$ cat config.mk
export PLATFORM = sky130hd
export DESIGN_NAME = pipe_skid_register
export DESIGN_NICKNAME = d
export VERILOG_FILES = /design/src/rtl/cpu_pipe_pkg.sv /design/src/rtl/sat_counter.sv /design/src/rtl/pipe_skid_register.sv
export SDC_FILE = /design/constraint.sdc
export NUM_CORES = 1
export LEC_CHECK = 0
export CAP_MARGIN = 5
export CORE_UTILIZATION = 44
export DETAILED_ROUTE_END_ITERATION = 10
export PLACE_DENSITY = 0.78
export SYNTH_ARGS = -nofsm -noshare
export SYNTH_HDL_FRONTEND = slang
export SYNTH_SLANG_ARGS = --single-unit
$ cat constraint.sdc
create_clock -name clk -period 3.04 [get_ports clk]
set_clock_uncertainty 0.15 [all_clocks]
set_input_delay 0.608 -clock clk [delete_from_list [all_inputs] [get_ports clk]]
set_output_delay 0.608 -clock clk [all_outputs]
set_load 0.05 [all_outputs]
$ cat src/rtl/cpu_pipe_pkg.sv
// cpu_pipe_pkg
//   Shared definitions for the CPU pipeline elastic registers:
//   - skid register state encoding
//   - default data and stall-counter widths
package cpu_pipe_pkg;

  localparam int W_DATA  = 32;
  localparam int W_STALL = 16;

  // 2'b11 is never entered; if it ever appears, the next edge recovers to ST_EMPTY.
  typedef enum logic [1:0] {
    ST_EMPTY = 2'b00,
    ST_ONE   = 2'b01,
    ST_FULL  = 2'b10
  } skid_state_e;

endpackage

$ cat src/rtl/sat_counter.sv
// sat_counter
//   Saturating up-counter. It advances on the falling edge, like the
//   datapath registers it sits beside.
// Ports:
//   clk    in   clock (state updates on negedge)
//   reset  in   synchronous active-high clear
//   inc    in   add one this cycle unless already at all-ones
//   q      out  current count
module sat_counter #(
  parameter int CW = 16
) (
  input  logic          clk,
  input  logic          reset,
  input  logic          inc,
  output logic [CW-1:0] q
);

  logic [CW-1:0] q_q;
  logic [CW-1:0] q_d;

  always_comb begin
    q_d = q_q;
    // Stop at all-ones rather than wrapping back to zero.
    if (inc && (q_q != {CW{1'b1}})) begin
      q_d = q_q + CW'(1);
    end
  end

  always_ff @(negedge clk) begin
    if (reset) begin
      q_q <= '0;
    end else begin
      q_q <= q_d;
    end
  end

  assign q = q_q;

endmodule

$ cat src/rtl/pipe_skid_register.sv
// pipe_skid_register
//   Two-entry elastic pipeline register with valid/ready on both sides.
//   It sustains one word per cycle with one cycle of latency. It also
//   counts, with saturation, the cycles in which the consumer stalls a
//   valid word.
// Ports:
//   clk           in   clock (state updates on negedge)
//   reset         in   synchronous active-high reset
//   flush         in   synchronous flush; drops all held words
//   in_valid      in   producer word available
//   in_ready      out  block can accept a word this cycle
//   in_data       in   producer word
//   out_valid     out  out_data is valid
//   out_ready     in   consumer takes out_data this cycle
//   out_data      out  oldest held word
//   stall_cycles  out  saturating count of out_valid & ~out_ready cycles
module pipe_skid_register
  import cpu_pipe_pkg::*;
#(
  parameter int W  = W_DATA,
  parameter int CW = W_STALL
) (
  input  logic          clk,
  input  logic          reset,
  input  logic          flush,
  input  logic          in_valid,
  output logic          in_ready,
  input  logic [W-1:0]  in_data,
  output logic          out_valid,
  input  logic          out_ready,
  output logic [W-1:0]  out_data,
  output logic [CW-1:0] stall_cycles
);

  skid_state_e state_q, state_d;
  logic [W-1:0] main_q, main_d;
  logic [W-1:0] skid_q, skid_d;
  logic         in_fire;
  logic         out_fire;

  // in_ready depends only on registered state (and reset). This keeps any
  // combinational path from out_ready back to the producer out of the design.
  assign in_ready  = ~reset & (state_q != ST_FULL);
  assign out_valid = (state_q != ST_EMPTY);
  assign out_data  = main_q;

  assign in_fire  = in_valid & in_ready;
  assign out_fire = out_valid & out_ready;

  always_comb begin
    state_d = state_q;
    main_d  = main_q;
    skid_d  = skid_q;
    if (flush) begin
      // Any handshake that fires in the flush cycle is discarded along with the held words.
      state_d = ST_EMPTY;
      main_d  = '0;
      skid_d  = '0;
    end else begin
      case (state_q)
        ST_EMPTY: begin
          if (in_fire) begin
            state_d = ST_ONE;
            main_d  = in_data;
          end
        end
        ST_ONE: begin
          if (in_fire && !out_fire) begin
            state_d = ST_FULL;
            skid_d  = in_data;
          end else if (out_fire && !in_fire) begin
            state_d = ST_EMPTY;
          end else if (in_fire && out_fire) begin
            main_d = in_data;
          end
        end
        ST_FULL: begin
          // in_ready is low here, so only the consumer side can move.
          if (out_fire) begin
            state_d = ST_ONE;
            main_d  = skid_q;
          end
        end
        default: begin
          state_d = ST_EMPTY;
        end
      endcase
    end
  end

  always_ff @(negedge clk) begin
    if (reset) begin
      state_q <= ST_EMPTY;
      main_q  <= '0;
      skid_q  <= '0;
    end else begin
      state_q <= state_d;
      main_q  <= main_d;
      skid_q  <= skid_d;
    end
  end

  // flush does not gate the increment; only reset clears the count.
  sat_counter #(.CW(CW)) u_stall_cnt (
    .clk   (clk),
    .reset (reset),
    .inc   (out_valid & ~out_ready),
    .q     (stall_cycles)
  );

endmodule

; ---- Word-level counts from Yosys, hierarchy flattened
; Index checks and enable logic that the tools add are counted.
[classes]
n_bitwise = 6
n_eq_ne = 10
n_addsub = 1
n_mux = 11
reduce_logical = 13
[op_table]
columns = operator, count
row1 = $mux W32, 5
row2 = $pmux W32 S3, 1
row3 = $add A16 B1 Y16 const B, 1
row4 = $ne A16 B16 Y1 const B, 1
row5 = $ne A2 B2 Y1 const B, 6
row6 = $mux W2, 4
row7 = $pmux W2 S3, 1
row8 = $reduce_and A6 Y1, 1
row9 = $and A1 B1 Y1, 4
row10 = $logic_and A1 B1 Y1, 4
row11 = $ne A3 B3 Y1 const B, 1
row12 = $reduce_and A3 Y1, 1
row13 = $reduce_bool A3 Y1, 1
row14 = $eq A2 B1 Y1 const B, 1
row15 = $eq A2 B2 Y1 const B, 1
row16 = $logic_not A1 Y1, 2
row17 = $logic_not A2 Y1, 1
row18 = $not A1 Y1, 2
row19 = $reduce_and A2 Y1, 1
row20 = $reduce_bool A2 Y1, 1
row21 = $reduce_or A2 Y1, 1
[totals]
elab_cells = 45
output_inout_bits = 50
inputBits = 37
reg_bits = 82

; ---- Logic depth before layout (Yosys ltp)
[depth]
ltp_word = 8
mapped_depth = 12
ltp_nobuf = 8

; ---- By module
; Synthesis repeated with hierarchy kept, for this count alone.
[unflattened]
hier_cells = 403
hier_area_um2 = 3654.8
[by_module_without_submodules]
columns = mod, area_each_um2, cells_each, seq_area_each_um2, n_inst
row1 = pipe_skid_register, 2852.7, 306, 1321.3, 1
row2 = sat_counter, 802.0, 97, 320.3, 1

==> load_flow_metrics.sql <==
INSERT INTO impl_metrics (metric_group, metric, value, unit) VALUES
('global_route', 'grt_use_met1', '38.4', '%'),
('job', 'cap_violations', '0', ''),
('synthesis', 'synth_seq_area_share', '46.2', '%'),
('floorplanning', 'fp.dieArea', '8440', 'sq um'),
('synthesis', 'synth.cell_area', '3560', 'sq um'),
('detailed_routing', 'route.detailed.wl_per_inst', '24.8', 'um'),
('detailed_routing', 'dr_total_vias', '4821', ''),
('placed_design', 'gp_routability_congestion', '0.834', ''),
('final_layout', 'layout_fillers', '316', ''),
('critical_path', 'type_of_destination_of_the_critical_path', 'flip-flop', ''),
('pwr', 'power_density', '443', 'nW/um^2'),
('global_route', 'first_global_vias', '4762', ''),
('placed_design', 'portBuffers', '86', ''),
('synthesis', 'yosysWarningCount', '0', ''),
('clocking', 'tritoncts_num_sinks', '82', ''),
('detailed_routing', 'drt_wl_total', '18500', 'um'),
('critical_path', 'timing.critical_path.cells', 'buf_8, nand3b_1, buf_4, ha_4, nand4bb_4, a21oi_4, buf_6, or2_4, buf_8, a211oi_2', ''),
('synthesis', 'post-synth-top-area-fraction', '46.2', '%'),
('clocking', 'cts_htree_levels', '3', ''),
('final_layout', 'final-instance-count-excl-fill', '745', ''),
('timing', 'rsz_0062_raised_after_global_routing', 'true', ''),
('critical_path', 'worstSetupPathType', 'in -> reg', ''),
('synthesis', 'synthTopCellsByArea', 'sky130_fd_sc_hd__dfxtp_1 46%, sky130_fd_sc_hd__mux2i_1 9.0%, sky130_fd_sc_hd__nand2_1 7.8%', ''),
('final_layout', 'areaGrowthSynthToFinish', '93.7', '%'),
('critical_path', 'critPathMaxStageDelay', '270', 'ps'),
('detailed_routing', 'final_antenna_net_count', '0', ''),
('detailed_routing', 'dr.first_iter.drc_count', '598', ''),
('timing', 'finalHoldViolations', '0', ''),
('clocking', 'clk-insertion-delay-late', '540', 'ps'),
('final_layout', 'post_route_cells_drive_above_1_share', '46.3', '%'),
('global_route', 'grt_remaining_overflow', '0', ''),
('min_path', 'hold_path_depth', '2', ''),
('run_status', 'outcome', 'complete, but fails checks', ''),
('clocking', 'hold_buffers', '0', ''),
('final_layout', 'antenna_cells', '0', ''),
('synthesis', 'post-synth-top-area-cell', 'sky130_fd_sc_hd__dfxtp_1', ''),
('detailed_routing', 'drtPass1Iterations', '5', ''),
('critical_path', 'critPathMostFrequentCell', 'sky130_fd_sc_hd__buf_8', ''),
('floorplanning', 'fp.coreArea', '7770', 'sq um'),
('global_route', 'global_route.usage.met2', '62.3', '%'),
('timing', 'tightestPinTransition', '767', 'ps'),
('timing', 'report.final.setup_viol', '127', ''),
('critical_path', 'critical_path.slowest_cell', 'sky130_fd_sc_hd__or2_4', ''),
('detailed_routing', 'detail_route.vias_per_cell', '6.47', ''),
('synthesis', 'total_of_flip_flops_plus_latches_after_synthesis', '82', ''),
('pwr', 'irDropWorstVdd', '0.456', 'mV'),
('floorplanning', 'initial_utilization', '45.8', '%'),
('clocking', 'clock_slew_at_the_register_clock_pins_of_the_worst_setup_and_hold_paths', '50', 'ps'),
('min_path', 'min_path_type', 'reg -> reg', ''),
('global_route', 'globalRoute.busiestLayer', 'met2', ''),
('synthesis', 'syn_nets', '459', ''),
('critical_path', 'worst_ep_arrival_time', '2250', 'ps'),
('synthesis', 'synth_area_per_cell', '8.51', 'sq um'),
('global_route', 'grt_pass1_wl', '23800', 'um'),
('placed_design', 'numPlacedInstances', '610', ''),
('timing', 'fin_ws', '-599', 'ps'),
('clocking', 'clockRootBuffer', 'sky130_fd_sc_hd__clkbuf_8', ''),
('global_route', 'antenna_found_initial', '0', ''),
('critical_path', 'critPathMaxFanout', '6', ''),
('timing', 'slew_violations', '0', ''),
('critical_path', 'critPathLaunchType', 'input pin', ''),
('floorplanning', 'die_x', '91.9', 'um'),
('timing', 'maxSlewHeadroom', '48.4', '%'),
('synthesis', 'synthesis.instances', '418', ''),
('placed_design', 'hpwlAfterDp', '6800', 'um'),
('floorplanning', 'io_pins', '87', ''),
('synthesis', 'ys_types', '37', ''),
('clocking', 'tritoncts_clock_tree', 'done', ''),
('detailed_routing', 'detail_route.drc_violations', '0', ''),
('floorplanning', 'vertical_die_dimension', '91.9', 'um'),
('pwr', 'power', '0.00305', 'W'),
('critical_path', 'worst_ep_required_time', '1660', 'ps'),
('global_route', 'grt_use_total', '36.5', '%'),
('run_status', 'failed_checks', 'setup timing', ''),
('clocking', 'number_of_buffers_on_the_longest_clock_path', '2', ''),
('clocking', 'cts-buffers-inserted', '9', ''),
('critical_path', 'worst_r2r_path_depth', '11', ''),
('final_layout', 'design.final.nets', '679', ''),
('pwr', 'p_leak', '2.92', 'nW'),
('global_route', 'maximum_number_of_pins_on_one_net_before_global_route_repair', '49', ''),
('global_route', 'grt_use_met3', '11.4', '%'),
('floorplanning', 'floorplan.rows', '32', '');
cell usage after synthesis (all sizes together):
cell type  count
inv            6
o21bai         3
nor2b          3
o31ai          2
dfxtp         82
ha             4
nor3          42
a21oi         45
or4            3
nor3b          1
nand4bb        1
nand3b         1
nor4           2
a311oi         1
nand2         74
or3b           2
or4b           2
or3            3
o41ai          2
nand3          5
a2bb2oi        1
o31a           1
and4           1
mux2           1
a211oi        34
nor2          14
nand2b         1
or2            4
mux2i         32
clkbuf        27
a31oi          2
o21ai          3
and3b          1
o21ba          1
nand4          5
buf            6
cell families after synthesis:
logic type | count (synthesis) | synth area share [%]
buffers and inverters | 39 | 4.26
multiplexers | 33 | 9.32
flip-flops | 82 | 46.2
AND/OR/NAND/NOR | 165 | 22.0
AO/OA/AOI/OAI | 95 | 16.9
adder cells (fa/ha/maj) | 4 | 1.41
power breakdown:
group / internal (W) / leakage (nW) / total (W) / switching, W
clock network: 0.000533 / 0.535 / 0.00154 / 0.00100
registers: 0.00108 / 0.693 / 0.00110 / 0.0000210
logic: 0.000197 / 1.69 / 0.000410 / 0.000213
total: 0.00181 / 2.92 / 0.00305 / 0.00124
sequential cells by signal, summed over array words and instances, names as in the netlist:
signal,cells
out_data,32
skid_q,32
u_stall_cnt.q,16
state_q,2
cell type report:
type                       count  area [sq um]  share of cell area (%)
multi-input combinational    301          2320                    33.8
timing repair buffer         157          2160                    31.3
sequential                    82          1750                    25.4
clock inverter                89           383                    5.56
tap                          102           128                    1.85
clock buffer                   9           124                    1.80
inverter                       5          21.3                   0.309
cells in the final DEF, fill, tap and decap left out, drive strengths merged, types with 2 or more instances in the layout:
cell / Yosys / layout
a211oi: 34 / 34
a21oi: 45 / 45
a31oi: 2 / 2
buf: 6 / 124
clkbuf: 27 / 9
clkdlybuf4s50: 0 / 33
clkinvlp: 0 / 2
dfxtp: 82 / 82
ha: 4 / 4
inv: 6 / 91
mux2i: 32 / 32
nand2: 74 / 74
nand3: 5 / 5
nand4: 5 / 5
nor2: 14 / 14
nor2b: 3 / 3
nor3: 42 / 42
nor4: 2 / 2
o21ai: 3 / 3
o21bai: 3 / 3
o31ai: 2 / 2
o41ai: 2 / 2
or2: 4 / 8
or3: 3 / 3
or3b: 2 / 2
or4: 3 / 3
or4b: 2 / 2
stage by stage:
step | hold WS [ps] | setup TNS (ps) | area [sq um] | worst slack (ps) | utilization (%)
final | 320 | -42220 | 6890 | -599 | 88.7
after global routing | 333 | -44560 | 6890 | -625 | 88.7
after CTS | 308 | -33760 | 6650 | -520 | 85.6
after detailed placement | 302 | -85010 | 5480 | -1200 | 70.6
after global placement | 297 | -80460 | 5480 | -1150 | 70.6
after floorplan | 288 | -48930 | 3930 | -762 | -
worst max-delay path, delay by kind of cell:
| family | cells | cell delay [ps] |
|---|---|---|
| buf+inv | 4 | 580 |
| fa+ha+maj | 1 | 150 |
| compound gates | 2 | 240 |
| simple gates | 3 | 670 |
timing repair:
item | in CTS | in global routing
gates cloned | 10 | 1
resized for setup | 125 | 61
setup buffers | 22 | 7
setup endpoints to repair | 132 | 127
pin swaps | 25 | 39
worst paths after layout:
check	endpoint	slack, ps	startpoint
worst min register to register	skid_q[15]	320	skid_q[15]
worst max-delay path	out_data[0]	-600	reset
worst max register to register	out_data[0]	540	state_q[0]
worst min-delay path	skid_q[15]	320	skid_q[15]
layer usage:
| layer | wire (um) | part of all wire, % |
|---|---|---|
| met5 | 0 | 0 |
| met4 | 1420 | 7.7 |
| met3 | 2130 | 11 |
| met2 | 8710 | 47 |
| met1 | 6230 | 34 |
Power figures use the tool's default switching activity.
